===== config.mk =====
export PLATFORM = sky130hd
export DESIGN_NAME = seg_scroller_flat
export DESIGN_NICKNAME = d
export VERILOG_FILES = /design/src/rtl/seg_scroller_if.sv /design/src/rtl/seg_scroller.sv /design/src/flat_wrapper.sv
export SDC_FILE = /design/constraint.sdc
export NUM_CORES = 1
export LEC_CHECK = 0
export ABC_AREA = 1
export CAP_MARGIN = 20
export CORE_AREA = 5 5 165 167
export DETAILED_ROUTE_END_ITERATION = 8
export DIE_AREA = 0 0 170 172
export HOLD_SLACK_MARGIN = 0.1
export PLACE_DENSITY = 0.52
export REMOVE_ABC_BUFFERS = 1
export SETUP_SLACK_MARGIN = 0.2
export SLEW_MARGIN = 20
export SYNTH_ARGS = -nofsm -noshare
export SYNTH_HDL_FRONTEND = slang
export SYNTH_SLANG_ARGS = --single-unit

===== constraint.sdc =====
create_clock -name clk -period 3.4 [get_ports clk]
set_clock_uncertainty 0.05 [all_clocks]
set_input_delay 0.68 -clock clk [delete_from_list [all_inputs] [get_ports clk]]
set_output_delay 0.68 -clock clk [all_outputs]
set_load 0.02 [all_outputs]

===== src/rtl/seg_scroller_if.sv =====
// Signal bundle between the scroller and its controller: message write port, scroll controls
// and the registered window outputs.
interface seg_scroller_if #(
   parameter int unsigned NUM_DIGITS = 6,
   parameter int unsigned MSG_LEN    = 16,
   parameter int unsigned AW         = $clog2(MSG_LEN)
);
   logic                    wr_en;
   logic [AW-1:0]           wr_addr;
   logic [3:0]              wr_data;
   logic                    run;
   logic                    dir;
   logic                    step;
   logic [4*NUM_DIGITS-1:0] digits;
   logic [AW-1:0]           ptr;
   logic                    shift_pulse;

   modport master (
      output wr_en, wr_addr, wr_data, run, dir, step,
      input  digits, ptr, shift_pulse
   );

   modport slave (
      input  wr_en, wr_addr, wr_data, run, dir, step,
      output digits, ptr, shift_pulse
   );
endinterface


===== src/rtl/seg_scroller.sv =====
// Circular nibble message with a NUM_DIGITS-wide scrolling window for seven-segment decoders.
// The window scrolls on a prescaled tick while running, or on a manual step while paused.
module seg_scroller #(
   parameter int unsigned NUM_DIGITS = 6,
   parameter int unsigned MSG_LEN    = 16,
   parameter int unsigned TICK_DIV   = 25000000,
   localparam int unsigned AW        = $clog2(MSG_LEN)
) (
   input logic           clk,
   input logic           rst_n,
   seg_scroller_if.slave ctrl
);
   localparam int unsigned   CW     = $clog2(TICK_DIV);
   localparam logic [AW:0]   LenW   = (AW+1)'(MSG_LEN);
   localparam logic [AW-1:0] LastW  = AW'(MSG_LEN - 1);
   localparam logic [CW-1:0] CntTop = CW'(TICK_DIV - 1);

   logic [3:0]              mem_q [MSG_LEN];
   logic [AW-1:0]           ptr_q, ptr_d;
   logic [CW-1:0]           cnt_q, cnt_d;
   logic [4*NUM_DIGITS-1:0] digits_q, digits_d;
   logic                    pulse_q;
   logic                    tick, shift, wr_hit;

   // Sum is one bit wider than a pointer, so a single conditional subtract is an exact modulo.
   function automatic logic [AW-1:0] wrap_idx(input logic [AW-1:0] base, input int unsigned off);
      logic [AW:0] sum;
      sum = {1'b0, base} + (AW+1)'(off);
      if (sum >= LenW) sum = sum - LenW;
      return sum[AW-1:0];
   endfunction

   function automatic logic [4*NUM_DIGITS-1:0] reset_image();
      logic [4*NUM_DIGITS-1:0] img;
      img = '0;
      for (int d = 0; d < NUM_DIGITS; d++) begin
         img[4*d +: 4] = 4'(((NUM_DIGITS - 1 - d) % MSG_LEN) % 16);
      end
      return img;
   endfunction

   always_comb begin
      tick   = ctrl.run && (cnt_q == CntTop);
      shift  = ctrl.run ? tick : ctrl.step;
      wr_hit = ctrl.wr_en && ({1'b0, ctrl.wr_addr} < LenW);

      // Pausing freezes the prescaler so resuming continues the interrupted period.
      cnt_d = cnt_q;
      if (ctrl.run) cnt_d = tick ? '0 : cnt_q + CW'(1);

      ptr_d = ptr_q;
      if (shift) begin
         if (!ctrl.dir) ptr_d = (ptr_q == LastW) ? '0 : ptr_q + AW'(1);
         else           ptr_d = (ptr_q == '0) ? LastW : ptr_q - AW'(1);
      end
   end

   always_comb begin
      digits_d = '0;
      for (int d = 0; d < NUM_DIGITS; d++) begin
         digits_d[4*d +: 4] = mem_q[wrap_idx(ptr_q, NUM_DIGITS - 1 - d)];
      end
   end

   always_ff @(posedge clk or negedge rst_n) begin
      if (!rst_n) begin
         for (int k = 0; k < MSG_LEN; k++) mem_q[k] <= 4'(k % 16);
      end else if (wr_hit) begin
         mem_q[ctrl.wr_addr] <= ctrl.wr_data;
      end
   end

   always_ff @(posedge clk or negedge rst_n) begin
      if (!rst_n) begin
         ptr_q    <= '0;
         cnt_q    <= '0;
         pulse_q  <= 1'b0;
         digits_q <= reset_image();
      end else begin
         ptr_q    <= ptr_d;
         cnt_q    <= cnt_d;
         pulse_q  <= shift;
         digits_q <= digits_d;
      end
   end

   assign ctrl.digits      = digits_q;
   assign ctrl.ptr         = ptr_q;
   assign ctrl.shift_pulse = pulse_q;
endmodule


===== src/flat_wrapper.sv =====
// flat-port wrapper written by rule: the top's interface ports become plain ports
module seg_scroller_flat 
#(
   parameter int unsigned NUM_DIGITS = 6,
   parameter int unsigned MSG_LEN    = 16,
   parameter int unsigned TICK_DIV   = 25000000,
   localparam int unsigned AW        = $clog2(MSG_LEN)
)
  (clk, rst_n, ctrl_wr_en, ctrl_wr_addr, ctrl_wr_data, ctrl_run, ctrl_dir, ctrl_step, ctrl_digits, ctrl_ptr, ctrl_shift_pulse);
  seg_scroller_if #(.NUM_DIGITS(NUM_DIGITS), .MSG_LEN(MSG_LEN)) ctrl_i ();
  input logic clk;
  input logic rst_n;
  input wire logic [$bits(ctrl_i.wr_en)-1:0] ctrl_wr_en;
  input wire logic [$bits(ctrl_i.wr_addr)-1:0] ctrl_wr_addr;
  input wire logic [$bits(ctrl_i.wr_data)-1:0] ctrl_wr_data;
  input wire logic [$bits(ctrl_i.run)-1:0] ctrl_run;
  input wire logic [$bits(ctrl_i.dir)-1:0] ctrl_dir;
  input wire logic [$bits(ctrl_i.step)-1:0] ctrl_step;
  output wire logic [$bits(ctrl_i.digits)-1:0] ctrl_digits;
  output wire logic [$bits(ctrl_i.ptr)-1:0] ctrl_ptr;
  output wire logic [$bits(ctrl_i.shift_pulse)-1:0] ctrl_shift_pulse;
  assign ctrl_i.wr_en = ctrl_wr_en;
  assign ctrl_i.wr_addr = ctrl_wr_addr;
  assign ctrl_i.wr_data = ctrl_wr_data;
  assign ctrl_i.run = ctrl_run;
  assign ctrl_i.dir = ctrl_dir;
  assign ctrl_i.step = ctrl_step;
  assign ctrl_digits = ctrl_i.digits;
  assign ctrl_ptr = ctrl_i.ptr;
  assign ctrl_shift_pulse = ctrl_i.shift_pulse;
  seg_scroller #(.NUM_DIGITS(NUM_DIGITS), .MSG_LEN(MSG_LEN), .TICK_DIV(TICK_DIV)) u_core (.clk(clk), .rst_n(rst_n), .ctrl(ctrl_i));
endmodule

==> results.json <==
{
  "postRouteAntennaNets": 0,
  "end_kind": "primary output",
  "cts_buffers": 17,
  "final_nets": 1149,
  "max_freq_mhz": 375,
  "diodes": 0,
  "place_inst": 1441,
  "dr_wl_met3_um": 1080,
  "multi_input_area_um2": 3970,
  "rsz0062_at_grt": "no",
  "yosysSeqAreaShare_pct": 40.0,
  "slowest_stage": "dfrtp_1",
  "whs_ps": 168,
  "cts_buffer_depth": 2,
  "post_cts_buffers": 0,
  "placed_area_um2": 8220,
  "core_area_um2": 25600,
  "leakage_nw": 4.21,
  "hold_buffers": 0,
  "yosysTopAreaCell": "dfrtp_1",
  "grt_pass1_vias": 6647,
  "period_share_pct": 78.5,
  "instances_no_fill": 1473,
  "synth_area_leaders": "dfrtp_1 26%, nand2_1 22%, dfstp_2 14%",
  "syn2layout_area_growth_pct": 17.1,
  "critPathArrivalTime_ps": 1940,
  "yosys.area_share.simple_pct": 38.0,
  "clk_pin_slew_ps": 60,
  "drtIter0Drc": 602,
  "viasPerCell": 4.88,
  "routed_wl_um": 23400,
  "start_util_pct": 29.3,
  "ys_seq_elements": 118,
  "ys_warn_count": 0,
  "final_util_pct": 34.3,
  "path_class": "reg -> out",
  "grt_pass1_wl_um": 37800,
  "syn_area_um2": 7510,
  "yosysTopAreaCellShare_pct": 26.3,
  "slew_viol_final": 0,
  "die_w_um": 170,
  "slew_headroom_pct": 38.3,
  "r2r_setup_slack_ps": 1020,
  "grt_overflow_total": 0,
  "clock_sinks": 118,
  "critPathMaxStageDelay_ps": 640,
  "fillers": 2707,
  "critical_path_required_ps": 2670,
  "dp_hpwl_um": 16900,
  "setup_violations": 0,
  "synthAdderAreaFrac_pct": 1.67,
  "hold_class": "in -> async",
  "met2WireLength_um": 11000,
  "synth.area.mux_share_pct": 0,
  "r2r_start": "u_core.ctrl.ptr[3]",
  "die_area_um2": 29200,
  "post_drt_wl_per_cell_um": 15.9,
  "power.density_nw_per_um2": 882,
  "regArea_um2": 3000,
  "grt_max_degree": 60,
  "htreeDepth": 4,
  "cts_tree": "done",
  "ys_types": 36,
  "io_pins": 43,
  "status": "finished clean",
  "maxCapViolCount": 0,
  "r2r_cells": 5,
  "met1_length_um": 11100,
  "clockRootBuffer": "clkbuf_16",
  "critical_path_peak_fanout": 19,
  "port_buffers": 42,
  "synth_compound_area_share_pct": 11.6,
  "synthXorXnorAreaFrac_pct": 1.50,
  "drive_gt1_share_pct": 9.93,
  "mostFrequentLayoutCells": "431 x nand2_1, 123 x nand3_1, 118 x o21ai_0",
  "maxUsedRoutingLayer": "met4",
  "tns_ps": 0,
  "drc": 0,
  "design_area_um2": 8790,
  "finalHoldViolCount": 0,
  "final_common_cell": "nand2_1",
  "place_congestion": 0.900,
  "track_usage_pct": 16.6,
  "dr.pass1.iters": 5,
  "period_needed_ps": 2670,
  "antenna_found_initial": 0,
  "cts_resized": 0,
  "die_h_um": 172,
  "vdd_drop_max_mv": 0.422,
  "syn_avg_cell_area_um2": 6.85,
  "vias": 7183,
  "critPathLaunchType": "flop",
  "r2r_end": "u_core.ctrl.digits[7]",
  "tightestPinTransition_ps": 920,
  "synth_top_family_by_area": "simple AND/OR/NAND/NOR gates",
  "path_cells": "buf_12 -> clkdlybuf4s50_1",
  "insertion_delay_ps": 430,
  "fp-row-count": 59,
  "netlist_instances": 1096
}
## cells by family (layout without fill, tap and decap cells)
kind of cell / count (synthesis) / after routing
buf+inv: 125 / 167
fa+ha+maj: 10 / 10
compound gates: 160 / 160
xor+xnor: 9 / 9
simple gates: 674 / 674
flops: 118 / 118
## sequential cells by signal, indices dropped and copies added (netlist names)
name                     flops
u_core.cnt_q                25
u_core.ctrl.digits          24
u_core.ctrl.ptr              4
u_core.ctrl.shift_pulse      1
u_core.mem_q                64
## cell usage after synthesis, drive strengths merged
master,count
nor3,9
o21bai,1
o211ai,22
xor2,9
nand2,433
nand4,9
dfrtp,79
a31oi,2
nor2,63
dfstp,39
inv,79
clkbuf,16
clkinv,2
and2,2
buf,28
ha,10
nand3,124
or2,33
a21oi,9
o21ai,126
nand3b,1
## final cells by class
cell class / count / area share [%]
multi-input combinational: 853 / 45.1
sequential: 118 / 34.1
timing repair buffer: 54 / 6.06
clock buffer: 19 / 5.41
tap: 335 / 4.77
inverter: 81 / 3.46
clock inverter: 13 / 1.08
## routing by layer
layer  vias up  track usage [%]
met5         -                0
li1       3595                -
met4         0             4.58
met3        16             2.74
met2       177             26.8
met1      3395             23.1
## where the power goes
part / internal [mW] / switching, mW / total (mW)
Sequential: 1.85 / 0.258 / 2.11
Combinational: 1.30 / 2.60 / 3.90
Clock: 1.02 / 0.719 / 1.74
## worst max-delay path: cells and delay by family (launching register included)
kind | cells | cell delay [ps]
buf+inv | 2 | 860
flops | 1 | 640
## worst max path at each step
| stage | from | end | slack [ps] | cells after the start |
|---|---|---|---|---|
| floorplan | u_core.ctrl.ptr[0] | u_core.ctrl.ptr[1] | -1690 | 7 |
| global placement | ctrl_wr_addr[0] | u_core.mem_q[35] | 760 | 6 |
| detailed placement | ctrl_wr_addr[0] | u_core.mem_q[18] | 770 | 6 |
| CTS | u_core.ctrl.ptr[2] | ctrl_ptr[2] | 720 | 2 |
| global route | u_core.ctrl.ptr[2] | ctrl_ptr[2] | 690 | 2 |
| finish | u_core.ctrl.ptr[2] | ctrl_ptr[2] | 730 | 2 |
## through the flow
stage | setup slack [ps] | total power [mW]
2_1_floorplan | -1690 | 4.54
3_3_place_gp | 763 | 5.99
3_5_place_dp | 773 | 6.00
4_1_cts | 717 | 7.77
5_1_grt | 686 | 8.35
6_report | 732 | 7.75
(Power assumes the default switching activity.)
